## src/rtl/ps2_scan_parser.sv

```systemverilog
// ---------------------------------------------------------------------------
// ps2_scan_parser
//
// Turns the raw PS/2 Set 2 byte stream from ps2_rx into complete key events.
// The prefixes 0xE0 (extended) and 0xF0 (break) are folded into flags on the
// event. Events are presented one at a time through a valid/ack handshake.
// If a prefix sequence is left hanging for too long, a timeout returns the
// parser to IDLE.
//
// Handshake: key_valid rises when an event is loaded and stays high until the
// consumer pulses key_ack. key_code/key_ext/key_brk are stable for as long as
// key_valid is high. If key_ack and a new event arrive in the same cycle, the
// new event is loaded and key_valid stays high. If an event arrives while
// key_valid is high and there is no ack, that event is dropped and the sticky
// overrun flag is set.
//
// Parameters:
//   TIMEOUT_CYCLES - clk cycles a partial prefix sequence may wait for its
//                    next byte before the parser returns to IDLE.
//
// Optional feature:
//   PS2_TYPEMATIC_FILTER_EN - when defined, repeated makes of the key that is
//                             currently held are suppressed.
//
// Ports:
//   clk          in   system clock, rising edge
//   reset        in   asynchronous active-low reset
//   rx_done_tick in   one-cycle strobe, din valid
//   din          in   [7:0] received byte
//   key_ack      in   consumer took the current event
//   key_valid    out  event pending
//   key_code     out  [7:0] final scan code byte
//   key_ext      out  event was preceded by 0xE0
//   key_brk      out  event is a release (preceded by 0xF0)
//   overrun      out  sticky: an event was dropped
//   dbg_state    out  [1:0] current FSM state (IDLE=0, GOT_E0=1, GOT_F0=2,
//                     GOT_E0F0=3)
// ---------------------------------------------------------------------------
module ps2_scan_parser #(
    parameter int TIMEOUT_CYCLES = 5000000
) (
    input  logic       clk,
    input  logic       reset,
    input  logic       rx_done_tick,
    input  logic [7:0] din,
    input  logic       key_ack,
    output logic       key_valid,
    output logic [7:0] key_code,
    output logic       key_ext,
    output logic       key_brk,
    output logic       overrun,
    output logic [1:0] dbg_state
);

    localparam int CW = (TIMEOUT_CYCLES > 1) ? $clog2(TIMEOUT_CYCLES) : 1;
    localparam logic [CW-1:0] CNT_MAX = CW'(TIMEOUT_CYCLES - 1);

    typedef enum logic [1:0] {
        IDLE     = 2'd0,
        GOT_E0   = 2'd1,
        GOT_F0   = 2'd2,
        GOT_E0F0 = 2'd3
    } state_t;

    state_t        state, state_next, base_state;
    logic [CW-1:0] cnt, cnt_next;
    logic          timeout_fire;
    logic          is_ctrl;
    logic          emit;        // a complete event was parsed this cycle
    logic          emit_ext;
    logic          emit_brk;
    logic          emit_final;  // event after the typematic filter
    logic          load;        // event is written to the output registers

    // Keyboard control/response bytes that never form part of a key event.
    always_comb begin
        is_ctrl = 1'b0;
        case (din)
            8'h00, 8'hAA, 8'hE1, 8'hEE, 8'hFA, 8'hFE, 8'hFF: is_ctrl = 1'b1;
            default: is_ctrl = 1'b0;
        endcase
    end

    // ---------------------------------------------------------------------
    // Next-state logic. The timeout is applied first, so a byte arriving in
    // the same cycle the timeout fires is parsed from IDLE.
    // ---------------------------------------------------------------------
    always_comb begin
        timeout_fire = (state != IDLE) && (cnt == CNT_MAX);
        base_state   = timeout_fire ? IDLE : state;
        state_next   = base_state;
        emit         = 1'b0;
        emit_ext     = 1'b0;
        emit_brk     = 1'b0;

        if (rx_done_tick) begin
            if (is_ctrl) begin
                state_next = IDLE;
            end else if (din == 8'hE0) begin
                case (base_state)
                    IDLE:     state_next = GOT_E0;
                    GOT_E0:   state_next = GOT_E0;
                    GOT_F0:   state_next = GOT_E0F0;
                    GOT_E0F0: state_next = GOT_E0F0;
                    default:  state_next = IDLE;
                endcase
            end else if (din == 8'hF0) begin
                case (base_state)
                    IDLE:     state_next = GOT_F0;
                    GOT_E0:   state_next = GOT_E0F0;
                    GOT_F0:   state_next = GOT_F0;
                    GOT_E0F0: state_next = GOT_E0F0;
                    default:  state_next = IDLE;
                endcase
            end else begin
                emit       = 1'b1;
                emit_ext   = (base_state == GOT_E0) || (base_state == GOT_E0F0);
                emit_brk   = (base_state == GOT_F0) || (base_state == GOT_E0F0);
                state_next = IDLE;
            end
        end

        // Counter measures idle time since the last byte of a partial
        // sequence; it never runs in IDLE.
        if (rx_done_tick || timeout_fire || (state == IDLE)) begin
            cnt_next = '0;
        end else begin
            cnt_next = cnt + 1'b1;
        end
    end

    always_ff @(posedge clk or negedge reset) begin
        if (!reset) begin
            state <= IDLE;
            cnt   <= '0;
        end else begin
            state <= state_next;
            cnt   <= cnt_next;
        end
    end

    assign dbg_state = state;

`ifdef PS2_TYPEMATIC_FILTER_EN
    // ---------------------------------------------------------------------
    // Typematic filter: remembers the last make that reached the outputs.
    // Repeats of that make are swallowed silently (no overrun either), and
    // its break releases the hold so the next press is reported again.
    // ---------------------------------------------------------------------
    logic [8:0] hold_key;
    logic       hold_valid;
    logic       hold_match;

    assign hold_match = hold_valid && (hold_key == {emit_ext, din});
    assign emit_final = emit && !(!emit_brk && hold_match);

    always_ff @(posedge clk or negedge reset) begin
        if (!reset) begin
            hold_key   <= '0;
            hold_valid <= 1'b0;
        end else if (load && !emit_brk) begin
            hold_key   <= {emit_ext, din};
            hold_valid <= 1'b1;
        end else if (emit && emit_brk && hold_match) begin
            hold_valid <= 1'b0;
        end
    end
`else
    assign emit_final = emit;
`endif

    // ---------------------------------------------------------------------
    // Output event registers and handshake.
    // ---------------------------------------------------------------------
    assign load = emit_final && (!key_valid || key_ack);

    always_ff @(posedge clk or negedge reset) begin
        if (!reset) begin
            key_valid <= 1'b0;
            key_code  <= 8'h00;
            key_ext   <= 1'b0;
            key_brk   <= 1'b0;
            overrun   <= 1'b0;
        end else begin
            if (load) begin
                key_valid <= 1'b1;
                key_code  <= din;
                key_ext   <= emit_ext;
                key_brk   <= emit_brk;
            end else if (emit_final) begin
                // Consumer still holds the previous event: drop this one.
                overrun   <= 1'b1;
            end else if (key_ack && key_valid) begin
                key_valid <= 1'b0;
            end
        end
    end

endmodule

```

## config.mk

```make
export PLATFORM = sky130hd
export DESIGN_NAME = ps2_scan_parser
export DESIGN_NICKNAME = d
export VERILOG_FILES = /design/src/rtl/ps2_scan_parser.sv
export SDC_FILE = /design/constraint.sdc
export NUM_CORES = 1
export LEC_CHECK = 0
export CAP_MARGIN = 25
export CORE_AREA = 10 10 69 71
export DETAILED_ROUTE_END_ITERATION = 10
export DIE_AREA = 0 0 79 81
export PLACE_DENSITY = 0.77
export SKIP_LAST_GASP = 1
export SYNTH_ARGS = -nofsm -noshare
export SYNTH_HDL_FRONTEND = slang
export SYNTH_SLANG_ARGS = --single-unit
```

## constraint.sdc

```tcl
create_clock -name clk -period 2.2 [get_ports clk]
set_input_delay 0.33 -clock clk [delete_from_list [all_inputs] [get_ports clk]]
set_output_delay 0.33 -clock clk [all_outputs]
set_load 0.02 [all_outputs]
```

==> flow_summary.yaml, run 1 <==
sta:
  period_share: 0.911
  fin_crit_ps: 2000
  rsz0062_at_grt: "false"
  final-setup-viol-count: 0
  finalSetupTns_ps: 0
  fmax_ghz: 0.499
  timing.hold.ws_ps: 375
  relSlewSlack: 0.623
  finalMaxSlewViolations: 0
  hold_viol: 0
  skew_ps: 8.37
  worst_slack_ps: 197
  worst_pin_slew_ps: 562
clocking:
  hold_buffers: 0
  cts_tree: "yes"
  clockRootBuffer: "clkbuf_4"
  htree_levels: 2
  insertion_delay_ps: 350
  cts_sinks: 37
  cts.clk_slew.worst_paths_ps: 120
  cts_setup_buffers: 0
  cts_made_buffers: 5
  cts-resized-gates: 0
  clk_path_buf_depth: 2
worst_hold_path:
  min_path_type: "input pin to async pin"
setup_path:
  crit_fanout: 9
  ff2ff_setup_slack_ps: 220
  cp-start-kind: "input pin"
  crit_type: "input pin to flop"
  arrival_ps: 2250
  critPathRequiredTime_ps: 2450
  end_kind: "flop"
yosys:
  synth_common_cells: "dfrtp_1 (37), nor2_1 (25), nand2_1 (13)"
  yosys.area_share.simple: 0.247
  synthesis.instances: 163
  muxShareOfSynthArea: 0.0571
  post-synth-top-area-cell: "dfrtp_1"
  synth_most_common_cell: "dfrtp_1"
  syn-num-nets: 176
  synth_edf_count: 0
  synth_top_family_by_area: "simple AND/OR/NAND/NOR gates"
  ys.flop_type: "dfrtp_1"
  synth_top_area_share: 0.528
  synthAdderAreaFrac: 0.00714
  syn_area_per_cell_sq_um: 10.8
  synth_cell_types: 36
  yosysWarnings: 0
  async_flop_share: 1.00
  ys_seq_area_frac: 0.528
  synth_compound_area_frac: 0.0500
  netlist_area_sq_um: 1750
  synth_xor_area_frac: 0.0949
  synthTopCellsByArea: "dfrtp_1 (53%), xor2_1 (6.0%), nor2_1 (5.4%), mux2_2 (5.1%), xnor2_1 (3.5%)"
  ys_ff_latch: 37
route:
  vias: 1350
  drc_errors: 0
  first_pass_iters: 4
  ant_nets: 0
  detail_route.wl_per_cell_microns: 14.9
  routed_wl_microns: 3780
  drt_iter0_drc: 67
  vias_per_cell: 5.34
global_routing:
  grt_pass1_wl_microns: 6410
  grt_overflow: 0
  grtUsageTotal: 0.124
  antenna_found_initial: 0
  grt_pass1_vias: 1440
  grt_max_degree: 38
die:
  coreArea_sq_um: 3520
  die_area_sq_um: 6400
  initial_core_util: 0.498
  die_y_microns: 81
  die_x_microns: 79
  num_rows: 22
  pin_count: 26
pwr:
  leakagePower_nw: 0.939
  vdd_drop_max_mv: 0.360
  p_per_area_nw_per_um2: 663
cells_and_area:
  diodes: 0
  layout-drive-gt1-share: 0.171
  final_area_sq_um: 2230
  layout.nets: 217
  area_delta_synth_final_pct: 27.1
placement:
  gp_congestion: 0.801
  dpl-instance-area_sq_um: 2130
  numPortBuffers: 25
  pre_cts_slack_ps: -187
  place_hpwl_microns: 2840
job:
  drv_cap: 0
run_status:
  status: "finished, final reports clean"
==> critical path, stage by stage <==
cell and delay [ps]:
clkdlybuf4s50_1 470, or2_2 320, a2111oi_0 460, nor4b_2 160, nand2_4 160, mux2_2 350
==> power breakdown <==
part	total [mW]	internal [mW]	switching, mW	leakage, nW
registers	0.736	0.714	0.0216	0.486
clock network	0.505	0.270	0.235	0.0445
logic	0.235	0.118	0.117	0.408
==> final timing paths <==
check / from / end / cells past startpoint
worst min-delay path: reset / key_valid / 2
worst max-delay path: din[3] / key_code[5] / 6
min in group clk: overrun / overrun / 1
worst min register to register: overrun / overrun / 1
worst max register to register: cnt[0] / cnt[22] / 7
max in group asynchronous: reset / cnt[18] / 2
==> layout make-up <==
type                       count  area, sq um
tap                           48         60.1
timing repair buffer          37          340
multi-input combinational    121          805
inverter                       2         7.51
clock buffer                   6         51.3
clock inverter                 2         37.5
sequential                    37          926
fill                         311         1300
==> state kept, by name, indices dropped and copies added (netlist names) <==
| register | flops |
|---|---|
| key_ext | 1 |
| overrun | 1 |
| key_valid | 1 |
| key_code | 8 |
| dbg_state | 2 |
| cnt | 23 |
| key_brk | 1 |
==> placed cells by master (no fill, tap or decap), types with 7 or more instances in the layout <==
| cell type | netlist | routed |
|---|---|---|
| nand3_1 | 8 | 8 |
| xor2_1 | 12 | 12 |
| nor2_1 | 25 | 25 |
| buf_4 | 2 | 12 |
| nand2_1 | 13 | 13 |
| dfrtp_1 | 37 | 37 |
| mux2_2 | 8 | 8 |
| xnor2_1 | 7 | 7 |
| and3_1 | 8 | 8 |
| clkdlybuf4s50_1 | 0 | 25 |
==> metrics by stage <==
step / total power [mW] / instances / util
floorplan: 0.849 / 163 / -
global placement: 0.978 / 245 / 0.605
detailed placement: 0.987 / 245 / 0.605
CTS: 1.49 / 253 / 0.631
global route: 1.54 / 253 / 0.632
finish: 1.48 / 253 / 0.632
==> metal layers <==
metal | wire length, microns | track usage
met1 | 1640 | 0.138
met2 | 1810 | 0.204
met3 | 254 | 0.0486
met4 | 73 | 0.0627
met5 | 0 | 0
==> cells by family (layout without fill, tap and decap cells) <==
group	Yosys count	after routing
adder cells (fa/ha/maj)	1	1
flip-flops	37	37
buffers and inverters	5	47
XOR/XNOR	19	19
multiplexers	9	9
AO/OA/AOI/OAI	13	13
AND/OR/NAND/NOR	79	79
Power figures use the tool's default switching activity.
==> run 2: changes to the inputs <==
--- a/config.mk
+++ b/config.mk
@@ -6,9 +6,11 @@
 export NUM_CORES = 1
 export LEC_CHECK = 0
 export CAP_MARGIN = 25
-export CORE_AREA = 10 10 69 71
+export CELL_PAD_IN_SITES_DETAIL_PLACEMENT = 1
+export CELL_PAD_IN_SITES_GLOBAL_PLACEMENT = 2
+export CORE_AREA = 10 10 83 85
 export DETAILED_ROUTE_END_ITERATION = 10
-export DIE_AREA = 0 0 79 81
+export DIE_AREA = 0 0 93 95
 export PLACE_DENSITY = 0.77
 export SKIP_LAST_GASP = 1
 export SYNTH_ARGS = -nofsm -noshare
==> run 2 against run 1 <==
- cell count is 11% higher
- non-clock buffer count up 4
- clock power increased by 20%
- design area up 4.5%
- highest routed layer unchanged
- clock skew is 1.5 ps lower
- combinational power is 4% higher
==> flow_summary.yaml, run 2 (same netlist as run 1, synthesis figures left out) <==
run_status:
  status: "finished, final reports clean"
pwr:
  vdd_drop_max_mv: 0.317
  leakagePower_nw: 0.978
  p_per_area_nw_per_um2: 682
cells_and_area:
  layout_common_cells: "dfrtp_1 (37), nor2_1 (25), clkdlybuf4s50_1 (25), buf_4 (15), nand2_1 (13)"
  layout.nets: 221
  layout-drive-gt1-share: 0.187
  diodes: 0
  multi_input_area_sq_um: 801
  top_register: "cnt"
  fillers: 620
  layout_commonest_cell: "dfrtp_1"
  largest_register_ffs: 23
  area.sequential_sq_um: 926
  area_delta_synth_final_pct: 32.8
route:
  drt_iter0_drc: 35
  vias: 1376
  first_pass_iters: 3
  dr_wl_met3_microns: 220
  routed-wl-met2_microns: 1970
  routed.top_layer: "met4"
  drc_errors: 0
  wl_met1_microns: 1930
  ant_nets: 0
  routed_wl_microns: 4190
  vias_per_cell: 4.90
  detail_route.wl_per_cell_microns: 14.9
setup_path:
  crit_start: "din[1]"
  crit_fanout: 9
  endpoint: "key_code[7]"
  end_kind: "flop"
  crit_type: "input pin to flop"
  r2r_start: "cnt[0]"
  arrival_ps: 2170
  ff2ff_setup_slack_ps: 250
  critPathRequiredTime_ps: 2370
  cp-start-kind: "input pin"
  reg2reg_to: "key_brk"
  reg2regPathDepth: 6
sta:
  timing.hold.ws_ps: 464
  fin_crit_ps: 2000
  skew_ps: 6.88
  finalMaxSlewViolations: 0
  period_share: 0.909
  relSlewSlack: 0.688
  worst_pin_slew_ps: 469
  finalSetupTns_ps: 0
  hold_viol: 0
  rsz0062_at_grt: "false"
  final-setup-viol-count: 0
  fmax_ghz: 0.500
global_routing:
  grtUsageTotal: 0.102
  grt_pass1_vias: 1547
  grt_pass1_wl_microns: 7320
  grt_overflow: 0
  grt_max_degree: 38
  antenna_found_initial: 0
clocking:
  hold_buffers: 0
  cts-resized-gates: 0
  clk_path_buf_depth: 2
  cts_setup_buffers: 0
  cts_sinks: 37
  cts_tree: "yes"
  insertion_delay_ps: 290
  cts.clk_slew.worst_paths_ps: 80
  clockRootBuffer: "clkbuf_8"
  htree_levels: 2
  cts_made_buffers: 5
die:
  coreArea_sq_um: 5340
  initial_core_util: 0.328
  pin_count: 26
  num_rows: 27
  die_x_microns: 93
  die_area_sq_um: 8840
  die_y_microns: 95
job:
  drv_cap: 0
placement:
  numPortBuffers: 25
  place_hpwl_microns: 3200
  gp_congestion: 0.791
worst_hold_path:
  min_path_type: "input pin to async pin"
run 2: per-stage QoR:
| step | instance area, sq um | util | std cells | power (mW) | setup WS [ps] |
|---|---|---|---|---|---|
| detailed placement | 2210 | 0.413 | 273 | 0.999 | -192 |
| global placement | 2210 | 0.413 | 273 | 0.990 | -123 |
| finish | 2330 | 0.436 | 281 | 1.59 | 201 |
| CTS | 2330 | 0.436 | 281 | 1.61 | 114 |
| global route | 2330 | 0.436 | 281 | 1.68 | 106 |
| floorplan | 1750 | - | 163 | 0.849 | 363 |
run 2: worst min path at each step:
stage,start,end,slack [ps],cells after the start
after floorplan,reset,cnt[0],30,0
after global placement,overrun,overrun,460,1
after detailed placement,key_brk,key_brk,470,1
after CTS,reset,overrun,480,2
after global routing,key_brk,key_brk,490,1
final,reset,overrun,460,2
run 2: final cells by class:
class | instances | share of cell area
Clock buffer | 6 | 0.0355
Multi-Input combinational cell | 121 | 0.344
Tap cell | 72 | 0.0387
Inverter | 2 | 0.00323
Sequential cell | 37 | 0.398
Clock inverter | 2 | 0.0161
Timing Repair Buffer | 41 | 0.165
run 2: routing by layer:
metal | global-route usage | vias up
li1 | - | 662
met1 | 0.117 | 674
met2 | 0.172 | 32
met3 | 0.0389 | 8
met4 | 0.0347 | 0
met5 | 0 | -
run 2: worst max-delay path, stage by stage:
cell	delay (ps)
clkdlybuf4s50_1	460
or2_2	330
a2111oi_1	400
nor4b_2	150
nand2_4	160
mux2_2	350
run 2: report_power, final:
| group | leakage [nW] | switching [mW] | internal, mW |
|---|---|---|---|
| sequential | 0.486 | 0.0202 | 0.714 |
| combinational | 0.434 | 0.120 | 0.125 |
| clock | 0.0574 | 0.239 | 0.368 |
| total | 0.978 | 0.379 | 1.21 |
